===== config.mk =====
export PLATFORM = sky130hd
export DESIGN_NAME = bcd_rtc_alarm_flat
export DESIGN_NICKNAME = d
export VERILOG_FILES = /design/src/rtl/bcd_rtc_alarm_if.sv /design/src/rtl/bcd_rtc_alarm.sv /design/src/flat_wrapper.sv
export SDC_FILE = /design/constraint.sdc
export NUM_CORES = 1
export LEC_CHECK = 0
export ABC_AREA = 1
export BUFFER_PORTS_ARGS = -buffer_cell sky130_fd_sc_hd__buf_2
export CAP_MARGIN = 15
export CORE_MARGIN = 8
export CORE_UTILIZATION = 24
export CTS_CLUSTER_DIAMETER = 200
export DETAILED_ROUTE_END_ITERATION = 7
export GPL_TIMING_DRIVEN = 0
export PLACE_DENSITY_LB_ADDON = 0.05
export SLEW_MARGIN = 25
export SYNTH_ARGS = -nofsm -noshare
export SYNTH_HDL_FRONTEND = slang
export SYNTH_SLANG_ARGS = --single-unit

===== constraint.sdc =====
create_clock -name i_CP -period 5.9 [get_ports i_CP]
set_input_delay 0.885 -clock i_CP [delete_from_list [all_inputs] [get_ports i_CP]]
set_output_delay 0.885 -clock i_CP [all_outputs]
set_load 0.02 [all_outputs]

===== src/rtl/bcd_rtc_alarm_if.sv =====
// Control inputs and BCD time/alarm outputs of the time-of-day counter.
// The master drives the 1 Hz tick and keys; the slave is the counter itself.
interface bcd_rtc_alarm_if;
    logic       Tick;
    logic       AdjMinKey;
    logic       AdjHrKey;
    logic       AlarmSet;
    logic       AlarmEn;
    logic [7:0] Hour;
    logic [7:0] Minute;
    logic [7:0] Second;
    logic       PM;
    logic [7:0] AlarmHour;
    logic [7:0] AlarmMinute;
    logic       AlarmPM;
    logic       Alarm;
    logic       Chime;

    modport master (
        output Tick, AdjMinKey, AdjHrKey, AlarmSet, AlarmEn,
        input  Hour, Minute, Second, PM, AlarmHour, AlarmMinute, AlarmPM, Alarm, Chime
    );

    modport slave (
        input  Tick, AdjMinKey, AdjHrKey, AlarmSet, AlarmEn,
        output Hour, Minute, Second, PM, AlarmHour, AlarmMinute, AlarmPM, Alarm, Chime
    );
endinterface


===== src/rtl/bcd_rtc_alarm.sv =====
// BCD time-of-day counter with 12/24 h format, key adjustment, alarm and hourly chime.
// Everything advances only on the single-cycle 1 Hz Tick enable.
module bcd_rtc_alarm #(
    parameter bit          MODE_12H  = 1'b0,
    parameter int unsigned ALARM_LEN = 60,
    parameter int unsigned CHIME_LEN = 2
) (
    input  logic           i_CP,
    input  logic           i_nCR,
    bcd_rtc_alarm_if.slave rtc
);

    localparam logic [7:0] ALARM_LEN_C = ALARM_LEN[7:0];
    localparam logic [3:0] CHIME_LEN_C = CHIME_LEN[3:0];
    localparam logic [7:0] HOUR_RST    = MODE_12H ? 8'h12 : 8'h00;

    function automatic logic [7:0] inc60(input logic [7:0] v);
        if (v[3:0] == 4'd9)
            return (v[7:4] == 4'd5) ? 8'h00 : {v[7:4] + 4'd1, 4'd0};
        return {v[7:4], v[3:0] + 4'd1};
    endfunction

    // Returns {pm, hour}; 12 h mode goes 11->12 with a PM toggle and 12->01 without.
    function automatic logic [8:0] inc_hour(input logic [7:0] h, input logic pm);
        logic [7:0] nh;
        logic       npm;
        nh  = (h[3:0] == 4'd9) ? {h[7:4] + 4'd1, 4'd0} : {h[7:4], h[3:0] + 4'd1};
        npm = pm;
        if (MODE_12H) begin
            if (h == 8'h12)
                nh = 8'h01;
            else if (h == 8'h11)
                npm = ~pm;
        end else if (h == 8'h23) begin
            nh = 8'h00;
        end
        return {npm, nh};
    endfunction

    logic [7:0] r_hour, r_min, r_sec, r_ahour, r_amin;
    logic       r_pm, r_apm, r_alarm, r_chime;
    logic [7:0] r_alarm_cnt;
    logic [3:0] r_chime_cnt;

    logic       w_tadj_min, w_tadj_hr, w_norm, w_sec_wrap, w_min_carry;
    logic [7:0] w_sec_next, w_min_next, w_hour_next;
    logic       w_pm_next, w_alarm_hit, w_chime_hit;
    logic [8:0] w_hour_inc, w_ahour_inc;

    always_comb begin
        w_tadj_min  = rtc.AdjMinKey & ~rtc.AlarmSet;
        w_tadj_hr   = rtc.AdjHrKey  & ~rtc.AlarmSet;
        w_norm      = ~(w_tadj_min | w_tadj_hr);
        w_sec_wrap  = (r_sec == 8'h59);
        w_sec_next  = inc60(r_sec);
        w_min_next  = r_min;
        if (w_tadj_min || w_sec_wrap)
            w_min_next = inc60(r_min);
        w_min_carry = w_sec_wrap & ~w_tadj_min & (r_min == 8'h59);
        w_hour_inc  = inc_hour(r_hour, r_pm);
        w_ahour_inc = inc_hour(r_ahour, r_apm);
        w_hour_next = r_hour;
        w_pm_next   = r_pm;
        // A held hour key and a minute carry on the same tick still step the hour only once.
        if (w_tadj_hr || w_min_carry) begin
            w_hour_next = w_hour_inc[7:0];
            w_pm_next   = w_hour_inc[8];
        end
        w_alarm_hit = w_sec_wrap & w_norm & rtc.AlarmEn &
                      (w_min_next == r_amin) & (w_hour_next == r_ahour) & (w_pm_next == r_apm);
        w_chime_hit = w_sec_wrap & w_norm & (r_min == 8'h59);
    end

    always_ff @(posedge i_CP or negedge i_nCR) begin
        if (!i_nCR) begin
            r_hour      <= HOUR_RST;
            r_min       <= 8'h00;
            r_sec       <= 8'h00;
            r_pm        <= 1'b0;
            r_ahour     <= HOUR_RST;
            r_amin      <= 8'h00;
            r_apm       <= 1'b0;
            r_chime     <= 1'b0;
            r_chime_cnt <= 4'd0;
            r_alarm     <= 1'b0;
            r_alarm_cnt <= 8'd0;
        end else begin
            if (rtc.Tick) begin
                r_sec  <= w_sec_next;
                r_min  <= w_min_next;
                r_hour <= w_hour_next;
                r_pm   <= w_pm_next;
                if (rtc.AlarmSet && rtc.AdjMinKey)
                    r_amin <= inc60(r_amin);
                if (rtc.AlarmSet && rtc.AdjHrKey) begin
                    r_ahour <= w_ahour_inc[7:0];
                    r_apm   <= w_ahour_inc[8];
                end
                if (w_chime_hit) begin
                    r_chime     <= 1'b1;
                    r_chime_cnt <= CHIME_LEN_C;
                end else if (r_chime_cnt == 4'd1) begin
                    r_chime     <= 1'b0;
                    r_chime_cnt <= 4'd0;
                end else if (r_chime_cnt != 4'd0) begin
                    r_chime_cnt <= r_chime_cnt - 4'd1;
                end
            end
            // Disarming acts on any CP edge, not only on ticks.
            if (!rtc.AlarmEn) begin
                r_alarm     <= 1'b0;
                r_alarm_cnt <= 8'd0;
            end else if (rtc.Tick) begin
                if (w_alarm_hit) begin
                    r_alarm     <= 1'b1;
                    r_alarm_cnt <= ALARM_LEN_C;
                end else if (r_alarm_cnt == 8'd1) begin
                    r_alarm     <= 1'b0;
                    r_alarm_cnt <= 8'd0;
                end else if (r_alarm_cnt != 8'd0) begin
                    r_alarm_cnt <= r_alarm_cnt - 8'd1;
                end
            end
        end
    end

    assign rtc.Hour        = r_hour;
    assign rtc.Minute      = r_min;
    assign rtc.Second      = r_sec;
    assign rtc.PM          = MODE_12H ? r_pm : 1'b0;
    assign rtc.AlarmHour   = r_ahour;
    assign rtc.AlarmMinute = r_amin;
    assign rtc.AlarmPM     = MODE_12H ? r_apm : 1'b0;
    assign rtc.Alarm       = r_alarm;
    assign rtc.Chime       = r_chime;

endmodule


===== src/flat_wrapper.sv =====
// flat-port wrapper written by rule: the top's interface ports become plain ports
module bcd_rtc_alarm_flat 
#(
    parameter bit          MODE_12H  = 1'b0,
    parameter int unsigned ALARM_LEN = 60,
    parameter int unsigned CHIME_LEN = 2
)
  (i_CP, i_nCR, rtc_Tick, rtc_AdjMinKey, rtc_AdjHrKey, rtc_AlarmSet, rtc_AlarmEn, rtc_Hour, rtc_Minute, rtc_Second, rtc_PM, rtc_AlarmHour, rtc_AlarmMinute, rtc_AlarmPM, rtc_Alarm, rtc_Chime);
  bcd_rtc_alarm_if rtc_i ();
  input  logic i_CP;
  input  logic i_nCR;
  input wire logic [$bits(rtc_i.Tick)-1:0] rtc_Tick;
  input wire logic [$bits(rtc_i.AdjMinKey)-1:0] rtc_AdjMinKey;
  input wire logic [$bits(rtc_i.AdjHrKey)-1:0] rtc_AdjHrKey;
  input wire logic [$bits(rtc_i.AlarmSet)-1:0] rtc_AlarmSet;
  input wire logic [$bits(rtc_i.AlarmEn)-1:0] rtc_AlarmEn;
  output wire logic [$bits(rtc_i.Hour)-1:0] rtc_Hour;
  output wire logic [$bits(rtc_i.Minute)-1:0] rtc_Minute;
  output wire logic [$bits(rtc_i.Second)-1:0] rtc_Second;
  output wire logic [$bits(rtc_i.PM)-1:0] rtc_PM;
  output wire logic [$bits(rtc_i.AlarmHour)-1:0] rtc_AlarmHour;
  output wire logic [$bits(rtc_i.AlarmMinute)-1:0] rtc_AlarmMinute;
  output wire logic [$bits(rtc_i.AlarmPM)-1:0] rtc_AlarmPM;
  output wire logic [$bits(rtc_i.Alarm)-1:0] rtc_Alarm;
  output wire logic [$bits(rtc_i.Chime)-1:0] rtc_Chime;
  assign rtc_i.Tick = rtc_Tick;
  assign rtc_i.AdjMinKey = rtc_AdjMinKey;
  assign rtc_i.AdjHrKey = rtc_AdjHrKey;
  assign rtc_i.AlarmSet = rtc_AlarmSet;
  assign rtc_i.AlarmEn = rtc_AlarmEn;
  assign rtc_Hour = rtc_i.Hour;
  assign rtc_Minute = rtc_i.Minute;
  assign rtc_Second = rtc_i.Second;
  assign rtc_PM = rtc_i.PM;
  assign rtc_AlarmHour = rtc_i.AlarmHour;
  assign rtc_AlarmMinute = rtc_i.AlarmMinute;
  assign rtc_AlarmPM = rtc_i.AlarmPM;
  assign rtc_Alarm = rtc_i.Alarm;
  assign rtc_Chime = rtc_i.Chime;
  bcd_rtc_alarm #(.MODE_12H(MODE_12H), .ALARM_LEN(ALARM_LEN), .CHIME_LEN(CHIME_LEN)) u_core (.i_CP(i_CP), .i_nCR(i_nCR), .rtc(rtc_i));
endmodule

==> qor.txt <==
Port Buffers: 48
Core area: 15,700 sq um
Outcome: completed
Max Transition Viols Final: 0
DP Area: 4310 sq um
Starting Density: 24.1%
Nets: 635
Boundary Pins: 51
Adder-cell share of the synthesized area: 4.97%
# resized after CTS: 0
Die Y: 141 um
Endpoints failing setup: 0
DR DRC count: 0
Share of cells above drive strength 1: 13.4%
Overall global routing resource usage: 11.9%
Sequential share of the synthesized area: 35.8%
Avg WL per Cell: 13.7 um
Post-Syn Instances: 556
Clock Path Buffers: 2
Seq cells post-synth: 54
Root Driver: clkbuf_16
Compound-Gate Fraction of Synth Area: 7.42%
Die area: 20,000 sq um
Multiplexer share of the synthesized area: 0.298%
Actual slew at the worst max-slew pin: 772 ps
Share of Yosys cell area claimed by the top area cell type: 35.8%
Grt ovf: 0
Final hold violations: 0
Startpoint types: input port
Final period utilization: 47.8%
Critical path endpoint category: register
CP Data Arrival Time: 3060 ps
F_max: 354 MHz
Storage cell area: 1350 sq um
Drt pass-1 iters: 5
Largest family of logic cells by synthesized area: simple AND/OR/NAND/NOR gates
Skew-Pair Late Insertion Delay: 310 ps
Vias: 3,624
Setup TNS: 0 ps
Mapped Avg Cell Area: 6.79 sq um
XOR/XNOR Fraction of Synth Area: 3.94%
Initial antenna violation count: 0
Multi-input gate area: 2090 sq um
GPL Wtd Cong: 0.803
Area of the mapped netlist: 3780 sq um
Clock skew: 7.24 ps
Inserted Diodes: 0
Fin area: 4480 sq um
P&R area growth vs syn: 18.6%
Wirelength, routed: 11,400 um
TritonCTS buffer count: 5
RSZ-0062 raised after global routing: no
CTS tree: done
Post CTS Setup Buffer Count: 0
Final min period: 2820 ps
PwrDens: 430 nW/um^2
Synth Area in Simple Gates: 38.5%
Hold WC Path Type: input port to async pin
Die width: 141 um
Netlist cell types: 35
Vias per cell: 4.37
Number of max-cap violations: 0
Main area contributors after synthesis: dfrtp_1, nand2_1, nand3_1, inv_1, nor2_1
Synth warnings: 0
Vias in the first global route: 3,456
Total clock sinks: 54
Post-route ant nets: 0
Hold-fix buffers, CTS: 0
Starting DRT DRC Count: 200
Slew margin rel.: 48.1%
Leakage power: 0.00235 uW
CTS clk-pin slew, worst paths: 80 ps
Filler Cell Count: 1,757
Peak fanout along the critical path: 10
Final core occ: 28.6%
Worst IR drop on VDD: 0.000150 V
Critical path type: input port to register
Worst EP required: 6140 ps
H-tree Lvls: 2
Post-DP HPWL: 8870 um
First-pass GRT wire length: 18,600 um
Yosys top cell by area: dfrtp_1
Row count: 46
Largest net degree at the start of global routing: 33
## critical path: stages
cell and delay [ps]:
buf_2 140, clkinv_1 330, nor3_1 710, inv_1 190, nor2_1 400, nand2_1 110
xor2_1 160, a21oi_1 110
## power breakdown
| part | internal (uW) | switching, uW | total [uW] |
|---|---|---|---|
| sequential | 495 | 164 | 660 |
| clock | 200 | 153 | 353 |
| combinational | 322 | 591 | 913 |
## state kept, by name (all words and copies together) (netlist names)
register / flops
u_core.rtc.Second: 8
u_core.r_chime_cnt: 4
u_core.rtc.Minute: 8
u_core.r_alarm_cnt: 8
u_core.rtc.Alarm: 1
u_core.rtc.AlarmMinute: 8
u_core.rtc.Hour: 8
u_core.rtc.Chime: 1
u_core.rtc.AlarmHour: 8
## path summary, 6_finish.rpt
check                      slack (ps)                        startpoint  cells past startpoint                                     to
max reg2reg                      3280  u_core.rtc.Minute[5]$_DFFE_PN0P_                     18      u_core.r_alarm_cnt[1]$_DFFE_PN0P_
min in group i_CP                 490      u_core.rtc.Alarm$_DFFE_PN0P_                      2           u_core.rtc.Alarm$_DFFE_PN0P_
max                              3080                          rtc_Tick                      8    u_core.rtc.AlarmHour[6]$_DFFE_PN0P_
min                               480                             i_nCR                      1    u_core.rtc.AlarmHour[7]$_DFFE_PN0P_
min reg2reg                       490      u_core.rtc.Alarm$_DFFE_PN0P_                      2           u_core.rtc.Alarm$_DFFE_PN0P_
max in group asynchronous        4910                             i_nCR                      2  u_core.rtc.AlarmMinute[7]$_DFFE_PN0P_
## placed cells by master, fill, tap and decap left out, types with 3 or more instances in the layout
cell	count
nor2_1	59
nand2_2	9
a21oi_1	10
buf_2	47
buf_4	3
nor3_1	11
ha_1	15
clkbuf_1	4
nor2_2	3
dfrtp_1	54
nand4_1	4
o21ai_0	29
inv_1	75
xor2_1	16
clkbuf_16	5
nand2_1	166
nand3_1	69
o22ai_1	5
## Yosys cell counts
| library cell | number |
|---|---|
| a21oi_1 | 10 |
| a2bb2oi_1 | 1 |
| a31oi_1 | 1 |
| a41oi_1 | 2 |
| buf_4 | 2 |
| buf_6 | 2 |
| clkbuf_1 | 4 |
| clkinv_1 | 1 |
| conb_1 | 1 |
| dfrtp_1 | 54 |
| ha_1 | 15 |
| inv_1 | 75 |
| inv_2 | 1 |
| mux2_2 | 1 |
| nand2_1 | 166 |
| nand2_2 | 9 |
| nand2_4 | 1 |
| nand3_1 | 69 |
| nand3_2 | 1 |
| nand3_4 | 2 |
| nand3b_1 | 2 |
| nand4_1 | 4 |
| nor2_1 | 59 |
| nor2_2 | 3 |
| nor2_4 | 1 |
| nor3_1 | 11 |
| nor4_1 | 2 |
| o211ai_1 | 1 |
| o21ai_0 | 29 |
| o21ai_1 | 1 |
| o22ai_1 | 5 |
| o32ai_1 | 1 |
| or2_2 | 2 |
| xnor2_1 | 1 |
| xor2_1 | 16 |
## per-stage QoR
step                      worst slack (ps)  total power [uW]  std cells  hold slack (ps)
final                                 3080              1930        830              481
after global routing                  2800              2120        830              501
after CTS                             3100              1960        830              488
after detailed placement              2770              1590        822              468
after global placement                2750              1590        821              467
after floorplan                       3480              1300        557              449
## cell type report
cell class	instances	area share (%)
inverters	77	6.45
clock inverters	3	0.894
plain buffers	8	1.17
repair buffers	49	5.87
multi-input cells	418	46.6
clock buffers	5	2.79
flip-flops and latches	54	30.2
well taps	216	6.03
## per-layer routing
layer | global-route usage [%] | wire, um | up-vias
li1 | - | - | 1894
met1 | 16.1 | 5820 | 1675
met2 | 18.6 | 5120 | 51
met3 | 2.52 | 381 | 4
met4 | 3.22 | 61 | 0
met5 | 0 | 0 | -
## cell families after synthesis
logic type,after synthesis
AND/OR/NAND/NOR,332
buffers and inverters,85
flip-flops,54
AO/OA/AOI/OAI,51
XOR/XNOR,17
adder cells (fa/ha/maj),15
other,1
multiplexers,1
No activity file was read; power rests on OpenSTA's default activity.
